[src/rtl/freq_hist_stream.sv]
// freq_hist_stream: per-block symbol frequency histogram for the Huffman front end.
// Counts each symbol of one input block into saturating counters, raises
// req_coding when the block ends, and after ack_coding streams the histogram
// out as one valid/ready beat per symbol in ascending index order.
// Optional build macro FREQ_SKIP_ZERO_EN: the readout skips zero-count symbols
// (one index scanned per cycle with rd_valid low) and rd_last marks the
// highest nonzero symbol.
module freq_hist_stream #(
    parameter int SYM_W   = 4,
    parameter int NUM_SYM = 10,
    parameter int CNT_W   = 8,
    parameter int IDX_W   = 4
) (
    input  logic             clk,
    input  logic             rst_n,
    input  logic             start,
    input  logic             data_valid,
    input  logic [SYM_W-1:0] data_in,
    input  logic             data_last,
    output logic             req_coding,
    input  logic             ack_coding,
    output logic             rd_valid,
    input  logic             rd_ready,
    output logic [IDX_W-1:0] rd_sym,
    output logic [CNT_W-1:0] rd_cnt,
    output logic             rd_last,
    output logic             busy,
    output logic             overflow,
    output logic             bad_sym
);

    localparam logic [1:0] S_IDLE  = 2'd0;
    localparam logic [1:0] S_COUNT = 2'd1;
    localparam logic [1:0] S_REQ   = 2'd2;
    localparam logic [1:0] S_DUMP  = 2'd3;

    localparam logic [CNT_W-1:0] CNT_MAX  = '1;
    localparam logic [IDX_W-1:0] LAST_IDX = IDX_W'(NUM_SYM - 1);

    // Saturating increment: a full counter keeps its value.
    function automatic logic [CNT_W-1:0] sat_inc(input logic [CNT_W-1:0] v);
        return (v == CNT_MAX) ? v : v + CNT_W'(1);
    endfunction

    logic [1:0]       state;
    logic [IDX_W-1:0] idx;
    logic [CNT_W-1:0] cnt [NUM_SYM];
    logic             ovf_q;
    logic             bad_q;

    logic             count_en;
    logic             sym_hit;
    logic             ovf_hit;
    logic [CNT_W-1:0] sel_cnt;
    logic             beat_vld;
    logic             beat_last;
    logic             accept;
`ifdef FREQ_SKIP_ZERO_EN
    logic [IDX_W-1:0] last_nz;
`endif

    assign count_en = (state == S_COUNT) && data_valid;

    // Decode the incoming symbol, detect saturation, and select the readout counter.
    always_comb begin
        sym_hit = 1'b0;
        ovf_hit = 1'b0;
        sel_cnt = '0;
        for (int i = 0; i < NUM_SYM; i++) begin
            if (data_in == SYM_W'(i)) begin
                sym_hit = 1'b1;
                if (cnt[i] == CNT_MAX) ovf_hit = count_en;
            end
            if (idx == IDX_W'(i)) sel_cnt = cnt[i];
        end
    end

`ifdef FREQ_SKIP_ZERO_EN
    // Find the highest symbol with a nonzero count; it carries rd_last.
    always_comb begin
        last_nz = '0;
        for (int i = 0; i < NUM_SYM; i++) begin
            if (cnt[i] != '0) last_nz = IDX_W'(i);
        end
    end

    assign beat_vld  = (state == S_DUMP) && (sel_cnt != '0);
    assign beat_last = (idx == last_nz);
`else
    assign beat_vld  = (state == S_DUMP);
    assign beat_last = (idx == LAST_IDX);
`endif

    assign accept = beat_vld && rd_ready;

    // Control FSM: block framing, handshake with the coding stage, readout index and sticky flags.
    always_ff @(posedge clk) begin
        if (!rst_n) begin
            state <= S_IDLE;
            idx   <= '0;
            ovf_q <= 1'b0;
            bad_q <= 1'b0;
        end else begin
            case (state)
                S_IDLE: begin
                    if (start) begin
                        state <= S_COUNT;
                        ovf_q <= 1'b0;
                        bad_q <= 1'b0;
                    end
                end
                S_COUNT: begin
                    if (data_valid) begin
                        if (!sym_hit) bad_q <= 1'b1;
                        if (ovf_hit)  ovf_q <= 1'b1;
                        if (data_last) state <= S_REQ;
                    end
                end
                S_REQ: begin
                    if (ack_coding) begin
                        state <= S_DUMP;
                        idx   <= '0;
                    end
                end
                default: begin
`ifdef FREQ_SKIP_ZERO_EN
                    // A zero-count index is skipped without waiting for rd_ready.
                    if (accept && beat_last) begin
                        state <= S_IDLE;
                    end else if (accept || !beat_vld) begin
                        if (idx == LAST_IDX) state <= S_IDLE;
                        else                 idx   <= idx + IDX_W'(1);
                    end
`else
                    if (accept) begin
                        if (beat_last) state <= S_IDLE;
                        else           idx   <= idx + IDX_W'(1);
                    end
`endif
                end
            endcase
        end
    end

    // Per-symbol saturating counters, cleared by reset or by an accepted start.
    always_ff @(posedge clk) begin
        if (!rst_n) begin
            for (int i = 0; i < NUM_SYM; i++) cnt[i] <= '0;
        end else if ((state == S_IDLE) && start) begin
            for (int i = 0; i < NUM_SYM; i++) cnt[i] <= '0;
        end else if (count_en) begin
            for (int i = 0; i < NUM_SYM; i++) begin
                if (data_in == SYM_W'(i)) cnt[i] <= sat_inc(cnt[i]);
            end
        end
    end

    assign req_coding = (state == S_REQ);
    assign busy       = (state != S_IDLE);
    assign rd_valid   = beat_vld;
    assign rd_sym     = beat_vld ? idx : '0;
    assign rd_cnt     = beat_vld ? sel_cnt : '0;
    assign rd_last    = beat_vld && beat_last;
    assign overflow   = ovf_q;
    assign bad_sym    = bad_q;

endmodule

[config.mk]
export PLATFORM = sky130hd
export DESIGN_NAME = freq_hist_stream
export DESIGN_NICKNAME = d
export VERILOG_FILES = /design/src/rtl/freq_hist_stream.sv
export SDC_FILE = /design/constraint.sdc
export NUM_CORES = 1
export LEC_CHECK = 0
export CORE_MARGIN = 1
export CORE_UTILIZATION = 45
export DETAILED_ROUTE_END_ITERATION = 7
export PLACE_DENSITY = 0.72
export SETUP_SLACK_MARGIN = 0.3
export SLEW_MARGIN = 30
export SYNTH_ARGS = -nofsm -noshare
export SYNTH_HDL_FRONTEND = slang
export SYNTH_SLANG_ARGS = --single-unit
export TNS_END_PERCENT = 30
[constraint.sdc]
create_clock -name clk -period 3.4 [get_ports clk]
set_clock_uncertainty 0.15 [all_clocks]
set_input_delay 0.68 -clock clk [delete_from_list [all_inputs] [get_ports clk]]
set_output_delay 0.68 -clock clk [all_outputs]
set_load 0.02 [all_outputs]
==> impl_metrics.csv <==
group,metric,value,unit
outcome,status,"completed",
logic_synthesis,netlist_instances,586,
logic_synthesis,syn-num-nets,615,
worst_setup_path,worst-setup-path-type,"flip-flop to primary output",
global_route,grt_pass1_vias,4619,
worst_setup_path,r2r_setup_slack,960,ps
final_layout,area_growth,17.8,%
sta,worst_slack,226,ps
worst_setup_path,regToRegEndpoint,"cnt[3][4]",
final_layout,nets,667,
logic_synthesis,syn-cell-area,5560,µm²
routing,drt_iter0_markers,396,
worst_setup_path,worstPathMaxFanout,6,
min_path,worstHoldPathType,"flip-flop to flip-flop",
place,place.gp.congestion,0.947,
logic_synthesis,syn_avg_cell_area,9.49,µm²
final_layout,utilization,0.546,
sta,worst_pin_slew,557,ps
floorplanning,fp.dieW,113,µm
sta,max_freq,0.315,GHz
worst_setup_path,end_kind,"primary output",
logic_synthesis,ys.flop_type,"edfxtp_1",
place,detailedPlace.worstSlack,51.3,ps
clocking,cts_tree,"built",
routing,vias_per_cell,5.98,
logic_synthesis,synth.distinct_cells,62,
clocking,numCtsBuffers,9,
final_layout,diodes,0,
min_path,min_from,"bad_sym",
job,cap_violations,0,
global_route,antenna_found_initial,0,
clocking,clock-sinks,88,
place,numPortBuffers,28,
worst_setup_path,crit_start,"idx[1]",
routing,drt-total-wl,15000,µm
logic_synthesis,synth_warnings,0,
routing,vias,4722,
worst_setup_path,reg2regPathDepth,7,
logic_synthesis,synth-edff-count,80,
logic_synthesis,ys_seq_elements,88,
sta,fin_crit,3170,ps
clocking,cts_buffer_depth,2,
clocking,clock_latency,350,ps
routing,wl_per_cell,18.9,µm
global_route,grt_pass1_wl,24200,µm
floorplanning,die_area,12800,µm²
floorplanning,core_region_area,12000,µm²
logic_synthesis,ys_async_sr_fraction,0,
place,dp_hpwl,11100,µm
global_route,grt_max_degree,19,
worst_setup_path,arrival,2340,ps
final_layout,mostFrequentLayoutCells,"nor2_1 (99), edfxtp_1 (80), nand2_1 (45)",
final_layout,drive_above_1_share,0.128,
sta,final_max_slew_viol_count,0,
worst_setup_path,required,2570,ps
worst_setup_path,crit_path_end,"rd_cnt[1]",
sta,final.period_utilization,0.933,
clocking,cts_root_buffer,"clkbuf_16",
floorplanning,rows,40,
floorplanning,die_h,113,µm
logic_synthesis,ys_seq_area_frac,0.461,
worst_setup_path,crit_path_start_kind,"flip-flop",
sta,finalHoldViolCount,0,
pwr,p_leak,2.25,nW
pwr,p_per_area,517,nW/µm²
sta,finalSetupViolations,0,
sta,max_slew_margin,0.625,
final_layout,final_common_cell,"nor2_1",
routing,drt_pre_antenna_iters,5,
routing,final_antenna_net_count,0,
clocking,cts_hold_buf,0,
pwr,ir_drop,0.000360,V
sta,fin_tns_setup,0,ps
place,place_area,6170,µm²
worst_setup_path,crit-reg2reg-launch,"state[1]",
floorplanning,boundaryPins,29,
sta,hold_ws,352,ps
clocking,clk_pin_slew,60,ps
global_route,overflow,0,
final_layout,finish.instance_area,6550,µm²
global_route,track_usage,0.248,
routing,drc,0,
sta,rsz0062_at_grt,"true",
clocking,h-tree-depth,3,
floorplanning,start_util,0.463,
-- what timing repair did --
item,in CTS,in global routing
pin swaps,4,4
gates resized for setup,54,6
buffers inserted,1,2
endpoints found under the hold margin,0,0
setup endpoints to repair,9,9
-- synthesized netlist by cell type (4+ instances only) --
library cell | n | area, µm²
nor2_1 | 100 | 375
nand4_1 | 14 | 87.6
a221o_1 | 6 | 60.1
xor2_1 | 32 | 280
a221oi_1 | 8 | 70.1
nor2b_1 | 12 | 75.1
a31oi_1 | 4 | 25.0
and2_1 | 8 | 50.1
nand2b_1 | 7 | 43.8
xnor2_1 | 26 | 228
o41ai_1 | 4 | 35.0
o31ai_1 | 6 | 45.0
or3_1 | 5 | 31.3
clkbuf_1 | 19 | 71.3
a21oi_1 | 22 | 110
nor3_1 | 7 | 35.0
mux2i_1 | 4 | 40.0
a211oi_1 | 4 | 30.0
and3_1 | 13 | 81.3
nand3_1 | 37 | 185
edfxtp_1 | 80 | 2400
o21ai_0 | 25 | 125
dfxtp_1 | 8 | 160
ha_1 | 18 | 225
inv_1 | 18 | 67.6
nand2_1 | 45 | 169
o221ai_1 | 4 | 35.0
-- cell families after synthesis --
logic type,count (synthesis),synth area share
AND/OR/NAND/NOR,266,0.229
multiplexers,4,0.00720
XOR/XNOR,58,0.0913
AO/OA/AOI/OAI,112,0.143
buffers and inverters,40,0.0286
adder cells (fa/ha/maj),18,0.0405
flip-flops,88,0.461
-- critical path, cell delays in order, from the launching register on --
cell             delay [ps]
dfxtp_4                 370
inv_2                    80
ha_2                    270
nor2b_1                  90
buf_4                   160
a221o_1                 330
o211a_1                 140
o22ai_2                 190
a21oi_1                 100
clkdlybuf4s15_2         260
-- state kept, by name, indices dropped and copies added, names as in the netlist --
register and cells:
bad_sym 1, overflow 1, idx 4, state 2, cnt 80
-- area by class of cell --
type | instances | area, µm²
fillers | 1061 | 5460
multi-input cells | 458 | 2930
flip-flops and latches | 88 | 2570
repair buffers | 63 | 526
clock buffers | 10 | 229
well taps | 147 | 184
inverters | 18 | 67.6
clock inverters | 6 | 50.0
-- report_power, final --
part | switching, mW | total [mW] | internal (mW)
logic | 0.425 | 0.745 | 0.320
registers | 0.267 | 1.68 | 1.41
clock network | 0.404 | 0.963 | 0.558
-- layer usage --
metal / GRT usage / share of wire / vias to the layer above
li1: - / - / 2253
met1: 0.331 / 0.43 / 2249
met2: 0.394 / 0.48 / 187
met3: 0.0407 / 0.059 / 33
met4: 0.120 / 0.029 / 0
met5: 0 / 0 / -
-- metrics by stage --
stage,total power [mW],cells
2_1_floorplan,2.09,586
3_3_place_gp,2.38,771
3_5_place_dp,2.41,771
4_1_cts,3.39,788
5_1_grt,3.54,790
6_report,3.39,790
-- worst min path at each step --
stage / endpoint / slack [ps] / depth (start not counted)
finish: bad_sym / 350 / 2
global route: bad_sym / 390 / 2
CTS: bad_sym / 350 / 2
detailed placement: bad_sym / 340 / 2
global placement: bad_sym / 310 / 2
floorplan: state[0] / 330 / 2
Power figures use the tool's default switching activity.
